===== src/rtl/lu_arbiter.sv =====
// Round-robin arbiter/sequencer feeding one shared WIDTH-bit OR/NOR logic unit.
// Optional per-requester completion counters are enabled with LU_ARB_STATS_EN.
module lu_arbiter #(
    parameter int WIDTH = 4
) (
    input  logic             clk,
    input  logic             reset,
    input  logic             req0,
    input  logic [WIDTH-1:0] a0,
    input  logic [WIDTH-1:0] b0,
    input  logic             sel0,
    input  logic             req1,
    input  logic [WIDTH-1:0] a1,
    input  logic [WIDTH-1:0] b1,
    input  logic             sel1,
    output logic             gnt0,
    output logic             gnt1,
    output logic [WIDTH-1:0] y,
    output logic             valid,
    output logic             owner,
    output logic             busy
`ifdef LU_ARB_STATS_EN
    ,
    output logic [7:0]       cnt0,
    output logic [7:0]       cnt1
`endif
);

    typedef enum logic [1:0] {
        IDLE = 2'd0,
        EXEC = 2'd1,
        DONE = 2'd2
    } state_t;

    state_t           state_q;
    state_t           state_d;
    logic             last_q;
    logic             win_q;
    logic [WIDTH-1:0] a_r;
    logic [WIDTH-1:0] b_r;
    logic             sel_r;

    logic             pick;
    logic             cap_en;
    logic             exec_en;
    logic             done_en;
    logic [WIDTH-1:0] lu;

    // Handshake: a requester holds req and its operands stable until it sees its
    // one-cycle gnt; operands are captured on the edge that launches gnt, so any
    // req still high afterwards is treated as a fresh request once back in IDLE.
    always_comb begin
        state_d = state_q;
        pick    = 1'b0;
        cap_en  = 1'b0;
        exec_en = 1'b0;
        done_en = 1'b0;
        if (req0 && req1) begin
            pick = ~last_q;
        end else begin
            pick = req1;
        end
        case (state_q)
            IDLE: begin
                if (req0 || req1) begin
                    cap_en  = 1'b1;
                    state_d = EXEC;
                end
            end
            EXEC: begin
                exec_en = 1'b1;
                state_d = DONE;
            end
            DONE: begin
                done_en = 1'b1;
                state_d = IDLE;
            end
            default: state_d = IDLE;
        endcase
    end

    assign lu   = sel_r ? (a_r | b_r) : ~(a_r | b_r);
    assign busy = (state_q != IDLE);

    always_ff @(posedge clk) begin
        if (reset) begin
            state_q <= IDLE;
            last_q  <= 1'b1;
            win_q   <= 1'b0;
            a_r     <= '0;
            b_r     <= '0;
            sel_r   <= 1'b0;
            gnt0    <= 1'b0;
            gnt1    <= 1'b0;
            valid   <= 1'b0;
            y       <= '0;
            owner   <= 1'b0;
        end else begin
            state_q <= state_d;
            gnt0    <= cap_en & ~pick;
            gnt1    <= cap_en & pick;
            valid   <= exec_en;
            if (cap_en) begin
                win_q <= pick;
                a_r   <= pick ? a1 : a0;
                b_r   <= pick ? b1 : b0;
                sel_r <= pick ? sel1 : sel0;
            end
            if (exec_en) begin
                y     <= lu;
                owner <= win_q;
            end
            // Priority rotates only when an operation actually completes.
            if (done_en) begin
                last_q <= owner;
            end
        end
    end

`ifdef LU_ARB_STATS_EN
    always_ff @(posedge clk) begin
        if (reset) begin
            cnt0 <= 8'd0;
            cnt1 <= 8'd0;
        end else if (valid) begin
            if (!owner && cnt0 != 8'hff) begin
                cnt0 <= cnt0 + 8'd1;
            end
            if (owner && cnt1 != 8'hff) begin
                cnt1 <= cnt1 + 8'd1;
            end
        end
    end
`endif

endmodule


===== config.mk =====
export PLATFORM = sky130hd
export DESIGN_NAME = lu_arbiter
export DESIGN_NICKNAME = d
export VERILOG_FILES = /design/src/rtl/lu_arbiter.sv
export SDC_FILE = /design/constraint.sdc
export NUM_CORES = 1
export LEC_CHECK = 0
export BUFFER_PORTS_ARGS = -buffer_cell sky130_fd_sc_hd__buf_2
export CORE_UTILIZATION = 35
export DETAILED_ROUTE_END_ITERATION = 8
export PLACE_DENSITY = 0.7
export SLEW_MARGIN = 10
export SYNTH_ARGS = -nofsm -noshare
export SYNTH_HDL_FRONTEND = slang
export SYNTH_SLANG_ARGS = --single-unit

===== constraint.sdc =====
create_clock -name clk -period 1.2 [get_ports clk]
set_input_delay 0.12 -clock clk [delete_from_list [all_inputs] [get_ports clk]]
set_output_delay 0.12 -clock clk [all_outputs]
set_load 0.02 [all_outputs]

# Word-level counts from Yosys, hierarchy flattened
# Cells that the tools add are included.
[op_classes]
add_sub_neg = 0
multipliers = 0
div = 0
n_lt_le_gt_ge = 0
n_eq_ne = 3
shifts = 0
n_mux = 11
n_bitwise = 6
reduce_logical = 4
[ops]
columns = ["cell", "count"]
rows = [
  ["$mux 4", 3],
  ["$mux 1", 6],
  ["$not 4->4", 1],
  ["$or 4x4->4", 1],
  ["$pmux 2 s2", 1],
  ["$and 1x1->1", 2],
  ["$eq 2x1->1 const B", 1],
  ["$eq 2x2->1 const B", 1],
  ["$logic_not 2->1", 1],
  ["$mux 2", 1],
  ["$ne 2x2->1 const B", 1],
  ["$not 1->1", 2],
  ["$reduce_bool 2->1", 1],
  ["$logic_and 1x1->1", 1],
  ["$logic_or 1x1->1", 1],
]
[totals]
regBits = 21
latch_bits = 0
ram_bits = 0
mem_bits_ro = 0
input_bits = 22
output_inout_bits = 9
wordCells = 35
mem_count = 0

# Longest topological paths before layout
# Gate-level depths: netlist (run 1).
[logic_depth]
word_depth = 4
mapped_depth = 5
ltp_nobuf = 4

# Least setup slack after synthesis (run 1)
# Ideal clock, no wire load.
[synth_path]
path_type = "register to register"
from = "reg state_q[0]"
to = "reg a_r[2]"
setup_ps = 122
arrival_ps = 1074
required_ps = 1078
slack_ps = 4
stages_incl_launch_ff = 5
n_path_buf = 0
synth_period_minus_slack_ps = 1196
cell_sequence = "dfxtp_1 -> nor2_2 -> inv_2 -> o211a_1 -> a221o_1"
[synth_between]
elab_chain_len = 2
[synth_rtl]
columns = ["item", "line", "source"]
rows = [
  ["start: declaration", "35", "state_t state_q;"],
  ["start signal: assignment", "99", "state_q <= state_d;"],
  ["$logic_not 2->1", "63", "case (state_q)"],
  ["$mux 1", "63", ""],
  ["end signal: assignment", "105", "a_r <= pick ? a1 : a0;"],
  ["end: declaration", "39", "logic [WIDTH-1:0] a_r;"],
]
# Every way passes these cells.
# A chain may end at the register's enable or synchronous reset.

# Worst setup path after layout (run 1)
[layout_path]
from = "reg state_q[1]"
to = "out busy"
[layout_between]
elab_chain_len = 1
[layout_rtl]
columns = ["item", "line", "source"]
rows = [
  ["$reduce_bool 2->1", "83", "assign busy = (state_q != IDLE);"],
  ["end: declaration", "21", "output logic busy"],
]
# Every way passes these cells.

==> results of run 1 <==
[area by class of cell]
type                            instances  area, um2  share of cell area [%]
Tap cell                               28      35.03                   3.129
Inverter                                2      7.507                  0.6704
Timing Repair Buffer                   37      206.4                   18.44
Clock inverter                          1      5.005                  0.4469
Multi-Input combinational cell         64      419.2                   37.43
Sequential cell                        21      424.2                   37.88
Clock buffer                            3      22.52                   2.011
[flip-flops by register name, indices dropped and copies added, names as in the netlist]
signal / count
a_r: 4
b_r: 4
gnt0: 1
gnt1: 1
last_q: 1
owner: 1
sel_r: 1
state_q: 2
valid: 1
win_q: 1
y: 4
[worst max-delay path by stage]
| stage | end | slack (ns) | cells after the start | startpoint |
|---|---|---|---|---|
| finish | busy | 0.03 | 3 | state_q[1] |
| global route | busy | -0.03 | 3 | state_q[1] |
| detailed placement | a_r[3] | 0.04 | 3 | state_q[1] |
| floorplan | a_r[2] | 0.004 | 4 | state_q[0] |
| CTS | a_r[3] | 0.01 | 3 | state_q[1] |
| global placement | a_r[3] | 0.07 | 3 | last_q |
[metal layers]
layer / global-route usage, % / part of all wire [%] / vias to the layer above
met3: 6.433 / 5.4 / 2
li1: - / - / 412
met1: 20.25 / 44 / 383
met4: 4.054 / 1.1 / 0
met2: 28.21 / 49 / 24
met5: 0 / 0 / -
[cell usage in the layout, fill, tap and decap left out, types with 2 or more instances in the layout]
cell,netlist,layout
xnor2_1,4,4
dfxtp_1,21,18
a31oi_1,6,6
nor2_1,11,11
a211oi_1,4,4
nand3_1,6,6
mux2i_1,2,2
nand4_1,6,6
o211a_1,3,3
buf_2,2,30
a221o_1,3,3
dfxtp_2,0,3
nand2b_1,2,2
clkbuf_4,0,3
and2_1,3,3
buf_4,0,6
o21ai_0,7,6
[critical path, stage by stage (launching register included)]
cell and delay [ns]:
dfxtp_2 0.37, nor2_4 0.13, inv_2 0.08, buf_2 0.16
[stage by stage]
| stage | total power, uW | TNS (ns) |
|---|---|---|
| 2_1_floorplan | 1012 | 0 |
| 3_3_place_gp | 1119 | 0 |
| 3_5_place_dp | 1129 | 0 |
| 4_1_cts | 1463 | 0 |
| 5_1_grt | 1547 | -0.06137 |
| 6_report | 1454 | 0 |
[power by group through the flow]
stage / clock, uW / combinational, uW / sequential (uW)
global route: 378 / 364 / 804
floorplan: 0 / 189 / 823
finish: 332 / 328 / 794
detailed placement: 0 / 321 / 807
CTS: 349 / 324 / 791
global placement: 0 / 316 / 803
[kinds of logic after synthesis]
group,Yosys count
AND/OR/NAND/NOR,33
flip-flops,21
buffers and inverters,8
multiplexers,2
XOR/XNOR,4
AO/OA/AOI/OAI,25
[what timing repair did]
| action | in CTS | in global routing |
|---|---|---|
| gates resized for setup | 0 | 6 |
| hold buffers | 0 | 0 |
| setup endpoints to repair | 0 | 5 |
==> impl_metrics.py, run 1 <==
metrics = {
    "status": {
        "status": "complete, no violations",
    },
    "logic_synthesis": {
        "synthMuxAreaShare_pct": 2.282,
        "yosysMostFrequentCell": "dfxtp_1",
        "synth_area_leader_cell": "dfxtp_1",
        "yosysSeqAreaShare_pct": 47.93,
        "synth_enable_flop_cells": 0,
        "ys_types": 26,
        "synth_compound_area_share_pct": 21.68,
        "syn-instance-count": 93,
        "synth-simple-area-share_pct": 19.26,
        "synthTopCellsByArea": "dfxtp_1 (48%), nor2_1 (4.7%), a31oi_1 (4.3%)",
        "synth.avg_cell_area_um2": 9.431,
        "synth_fa_ha_area_share_pct": 0,
        "ys_warn_count": 0,
        "synth_seq_cells": 21,
        "synth_ff_type": "dfxtp_1",
        "synth_top_area_share_pct": 47.93,
        "async_reset_ff_share_pct": 0,
        "syn_area_um2": 877.1,
        "synth_common_cells": "dfxtp_1 (21), nor2_1 (11), o21ai_0 (7)",
        "synthXorXnorAreaFrac_pct": 3.994,
        "syn_nets": 115,
        "synth_top_family_by_area": "compound AO/OA/AOI/OAI gates",
    },
    "finish": {
        "num_antenna_cells": 0,
        "fillers": 244,
        "final_layout_size_suffix_gt1_share_pct": 38.28,
        "instances_no_fill": 156,
        "fin_nets": 151,
        "area_growth_pct": 27.67,
        "utilization_pct": 48.75,
        "final_cell_area_um2": 1120,
    },
    "grt": {
        "gr-total-overflow": 0,
        "grt_max_degree": 14,
        "antenna_found_initial": 0,
        "grt_pass1_wl_um": 3325,
        "track_usage_pct": 16.93,
        "grt_pass1_vias": 784,
    },
    "worst_setup_path": {
        "rrSetupSlack_ns": 0.04,
        "r2r-start": "state_q[1]",
        "r2r-end": "a_r[3]",
        "start_kind": "flip-flop",
        "reg2reg_depth": 4,
        "critPathCaptureType": "output port",
        "worst_ep_arrival_time_ns": 1.05,
        "critPathKind": "reg -> out",
        "worstPathMaxFanout": 6,
        "critPathRequiredTime_ns": 1.08,
    },
    "die": {
        "die_x_um": 52.06,
        "dieArea_um2": 2710,
        "core_um2": 2297,
        "rows": 17,
        "start_util_pct": 38.18,
        "die_h_um": 52.06,
        "pin_count": 31,
    },
    "sta": {
        "finalSetupViolCount": 0,
        "worst_pin_slew_ns": 0.5033,
        "timing.hold.ws_ns": 0.02555,
        "slew_headroom_pct": 66.32,
        "fin_crit_ns": 1.169,
        "period_share_pct": 97.38,
        "finalHoldViolations": 0,
        "finClkSkew_ns": 0.004302,
        "rsz0062_at_grt": "yes",
        "max_freq_mhz": 855.7,
        "setup_slack_ns": 0.03142,
        "final_max_slew_viol_count": 0,
    },
    "drt": {
        "viasPerCell": 5.263,
        "drt_iter0_markers": 11,
        "drc_errors": 0,
        "routed_wl_um": 2047,
        "wire_per_inst_um": 13.12,
        "drtPass1Iterations": 4,
        "via_count": 821,
        "drtAntennaViolNets": 0,
    },
    "job": {
        "drv_cap": 0,
    },
    "hold_path": {
        "min-delay-start": "sel0",
        "min_to": "sel_r",
        "hp-class": "in -> reg",
        "whs_path_depth": 2,
    },
    "clock_network": {
        "h-tree-depth": 1,
        "clockBufferDepth": 2,
        "clock-sinks": 21,
        "insertion_delay_ns": 0.31,
        "numCtsBuffers": 3,
        "root_buffer": "clkbuf_4",
        "path_clk_slew_ns": 0.11,
        "post-cts-setup-buffers": 0,
        "cts_tree": "yes",
    },
    "placement": {
        "dp.cells": 152,
        "io_buffers": 30,
        "dp_hpwl_um": 1494,
        "post-place-ws_ns": 0.03880,
        "place.gp.congestion": 0.7661,
        "dpl_cell_area_um2": 1080,
    },
    "power_and_ir_drop": {
        "p_clk_share_pct": 22.8,
        "switching_share_pct": 28.82,
        "p_leak_uw": 0.0005186,
        "combPwrFrac_pct": 22.6,
        "p_int_uw": 1035,
        "seq_power_share_pct": 54.6,
        "power_switching_uw": 419.0,
        "p_per_area_nw_per_um2": 1298,
        "ir_drop_uv": 931.9,
    },
}
Note: power is estimated with default switching activity, not from simulation.
==> inputs of run 2 (changes only) <==
--- a/config.mk
+++ b/config.mk
@@ -7,4 +7,5 @@
 export LEC_CHECK = 0
 export BUFFER_PORTS_ARGS = -buffer_cell sky130_fd_sc_hd__buf_2
+export CORE_MARGIN = 2
 export CORE_UTILIZATION = 35
 export DETAILED_ROUTE_END_ITERATION = 8
==> constraint.sdc (replaced) <==
create_clock -name clk -period 1.2 [get_ports clk]
set_input_delay 0 -clock clk [delete_from_list [all_inputs] [get_ports clk]]
set_output_delay 0 -clock clk [all_outputs]
set_load 0.02 [all_outputs]
==> impl_metrics.py, run 2 (synthesized netlist as in run 1, its figures left out) <==
metrics = {
    "clock_network": {
        "cts_tree": "yes",
        "h-tree-depth": 1,
        "numCtsBuffers": 3,
        "root_buffer": "clkbuf_4",
        "clockBufferDepth": 2,
        "path_clk_slew_ns": 0.12,
        "insertion_delay_ns": 0.31,
        "clock-sinks": 21,
    },
    "hold_path": {
        "min-delay-start": "req1",
        "min_to": "state_q[0]",
        "hp-class": "in -> reg",
        "whs_path_depth": 3,
    },
    "power_and_ir_drop": {
        "ir_drop_uv": 593.2,
        "p_leak_uw": 0.0006068,
        "p_per_area_nw_per_um2": 1154,
        "finalPower_uw": 1526,
    },
    "finish": {
        "instances_no_fill": 179,
        "final_common_cell": "buf_2",
        "fillers": 223,
        "top_regs": "a_r (4), b_r (4), y (4)",
        "area_growth_pct": 50.78,
        "final_layout_size_suffix_gt1_share_pct": 33.56,
        "final-seq-area_um2": 422.9,
        "num_antenna_cells": 0,
        "fin_nets": 172,
        "multi_input_area_um2": 419.2,
        "final_cell_mix": "buf_2 (30), dfxtp_1 (19), dlygate4sd3_1 (19)",
        "final_cell_area_um2": 1323,
        "utilization_pct": 54.37,
    },
    "drt": {
        "drtPass1Iterations": 4,
        "wire_per_inst_um": 12.19,
        "drtAntennaViolNets": 0,
        "routed_wl_um": 2182,
        "viasPerCell": 5.073,
        "drc_errors": 0,
        "drt_iter0_markers": 31,
        "via_count": 908,
    },
    "sta": {
        "period_share_pct": 98.10,
        "worst_pin_slew_ns": 0.5029,
        "slew_headroom_pct": 66.35,
        "max_freq_mhz": 849.5,
        "setup_slack_ns": 0.02285,
        "finalHoldViolations": 0,
        "finalSetupViolCount": 0,
        "final_max_slew_viol_count": 0,
        "finClkSkew_ns": 0.002536,
        "fin_crit_ns": 1.177,
    },
    "die": {
        "die_h_um": 54.06,
        "rows": 18,
        "core_um2": 2432,
        "start_util_pct": 36.06,
        "pin_count": 31,
        "dieArea_um2": 2922,
        "die_x_um": 54.06,
    },
    "grt": {
        "met1_usage_pct": 19.23,
        "top_usage_layer": "met2",
        "grt_pass1_wl_um": 3332,
        "antenna_found_initial": 0,
        "met2_usage_pct": 27.44,
        "gr-total-overflow": 0,
        "grt_pass1_vias": 781,
        "track_usage_pct": 15.94,
        "use_met3_pct": 1.667,
        "grt_max_degree": 14,
    },
    "worst_setup_path": {
        "worstPathMaxFanout": 4,
        "path_delay_family": "simple AND/OR/NAND/NOR gates",
        "cp_slowest_stage_delay_ns": 0.36,
        "path_cells": "nand2b_1 -> and3_2 -> a221o_1",
        "worst_ep_arrival_time_ns": 1.39,
        "slowest_stage": "dfxtp_1",
        "path_depth": 3,
        "reg2reg_depth": 3,
        "cp_num_buf_inv": 0,
        "critPathCaptureType": "flip-flop",
        "critPathKind": "reg -> reg",
        "critPathRequiredTime_ns": 1.41,
        "r2r-end": "a_r[3]",
        "crit_start": "last_q",
        "start_kind": "flip-flop",
        "r2r-start": "last_q",
        "rrSetupSlack_ns": 0.02,
    },
    "status": {
        "status": "complete, no violations",
    },
    "placement": {
        "dp.cells": 153,
        "io_buffers": 30,
        "post-place-ws_ns": 0.04287,
        "place.gp.congestion": 0.7926,
        "dp_hpwl_um": 1520,
        "dpl_cell_area_um2": 1075,
    },
    "job": {
        "drv_cap": 0,
    },
}
-- run 2: cell count changes in the layout (fill, tap and decap cells not counted), sizes merged --
cell,delta
buf,+2
dlygate4sd3,+19
-- run 2: worst max path at each step --
stage,end,slack [ns]
floorplan,a_r[2],0.004
global placement,sel_r,0.06
detailed placement,a_r[2],0.04
CTS,a_r[3],0.02
global route,a_r[2],-0.002
finish,a_r[3],0.02
-- run 2: worst register-to-register path, stage by stage, from the launching register on --
cell and delay [ns]:
dfxtp_1 0.36, nand2b_1 0.17, and3_2 0.25, a221o_1 0.30
-- run 2: layout make-up --
cell class / count / share of cell area, %
multi-input cells: 64 / 31.69
repair buffers: 58 / 30.84
well taps: 30 / 2.838
clock inverters: 1 / 0.3784
flip-flops and latches: 21 / 31.98
clock buffers: 3 / 1.703
inverters: 2 / 0.5676
-- run 2: power by group --
part	internal (uW)	total (uW)	leakage (uW)	switching, uW
clock network	125	349	0.0000177	225
logic	200	383	0.000416	184
registers	757	793	0.000174	36.6
-- run 2: metrics by stage --
step / setup TNS [ns] / hold slack, ns
3_3_place_gp: 0 / 0.2262
6_report: 0 / 0.03995
3_5_place_dp: 0 / 0.2316
2_1_floorplan: 0 / 0.07276
5_1_grt: -0.004300 / 0.06487
4_1_cts: 0 / 0.04246
-- run 2: repair_timing --
item	4_1_cts	5_1_grt
endpoints found under the setup margin	0	4
resized for setup	0	3
buffers inserted	0	3
endpoints found under the hold margin	13	0
hold buffers	19	0
-- run 2: layer usage --
layer  wire length, um  vias up
met5                 0        -
met4                55        0
met3               143        5
met2              1037       39
met1               944      412
li1                  -      452
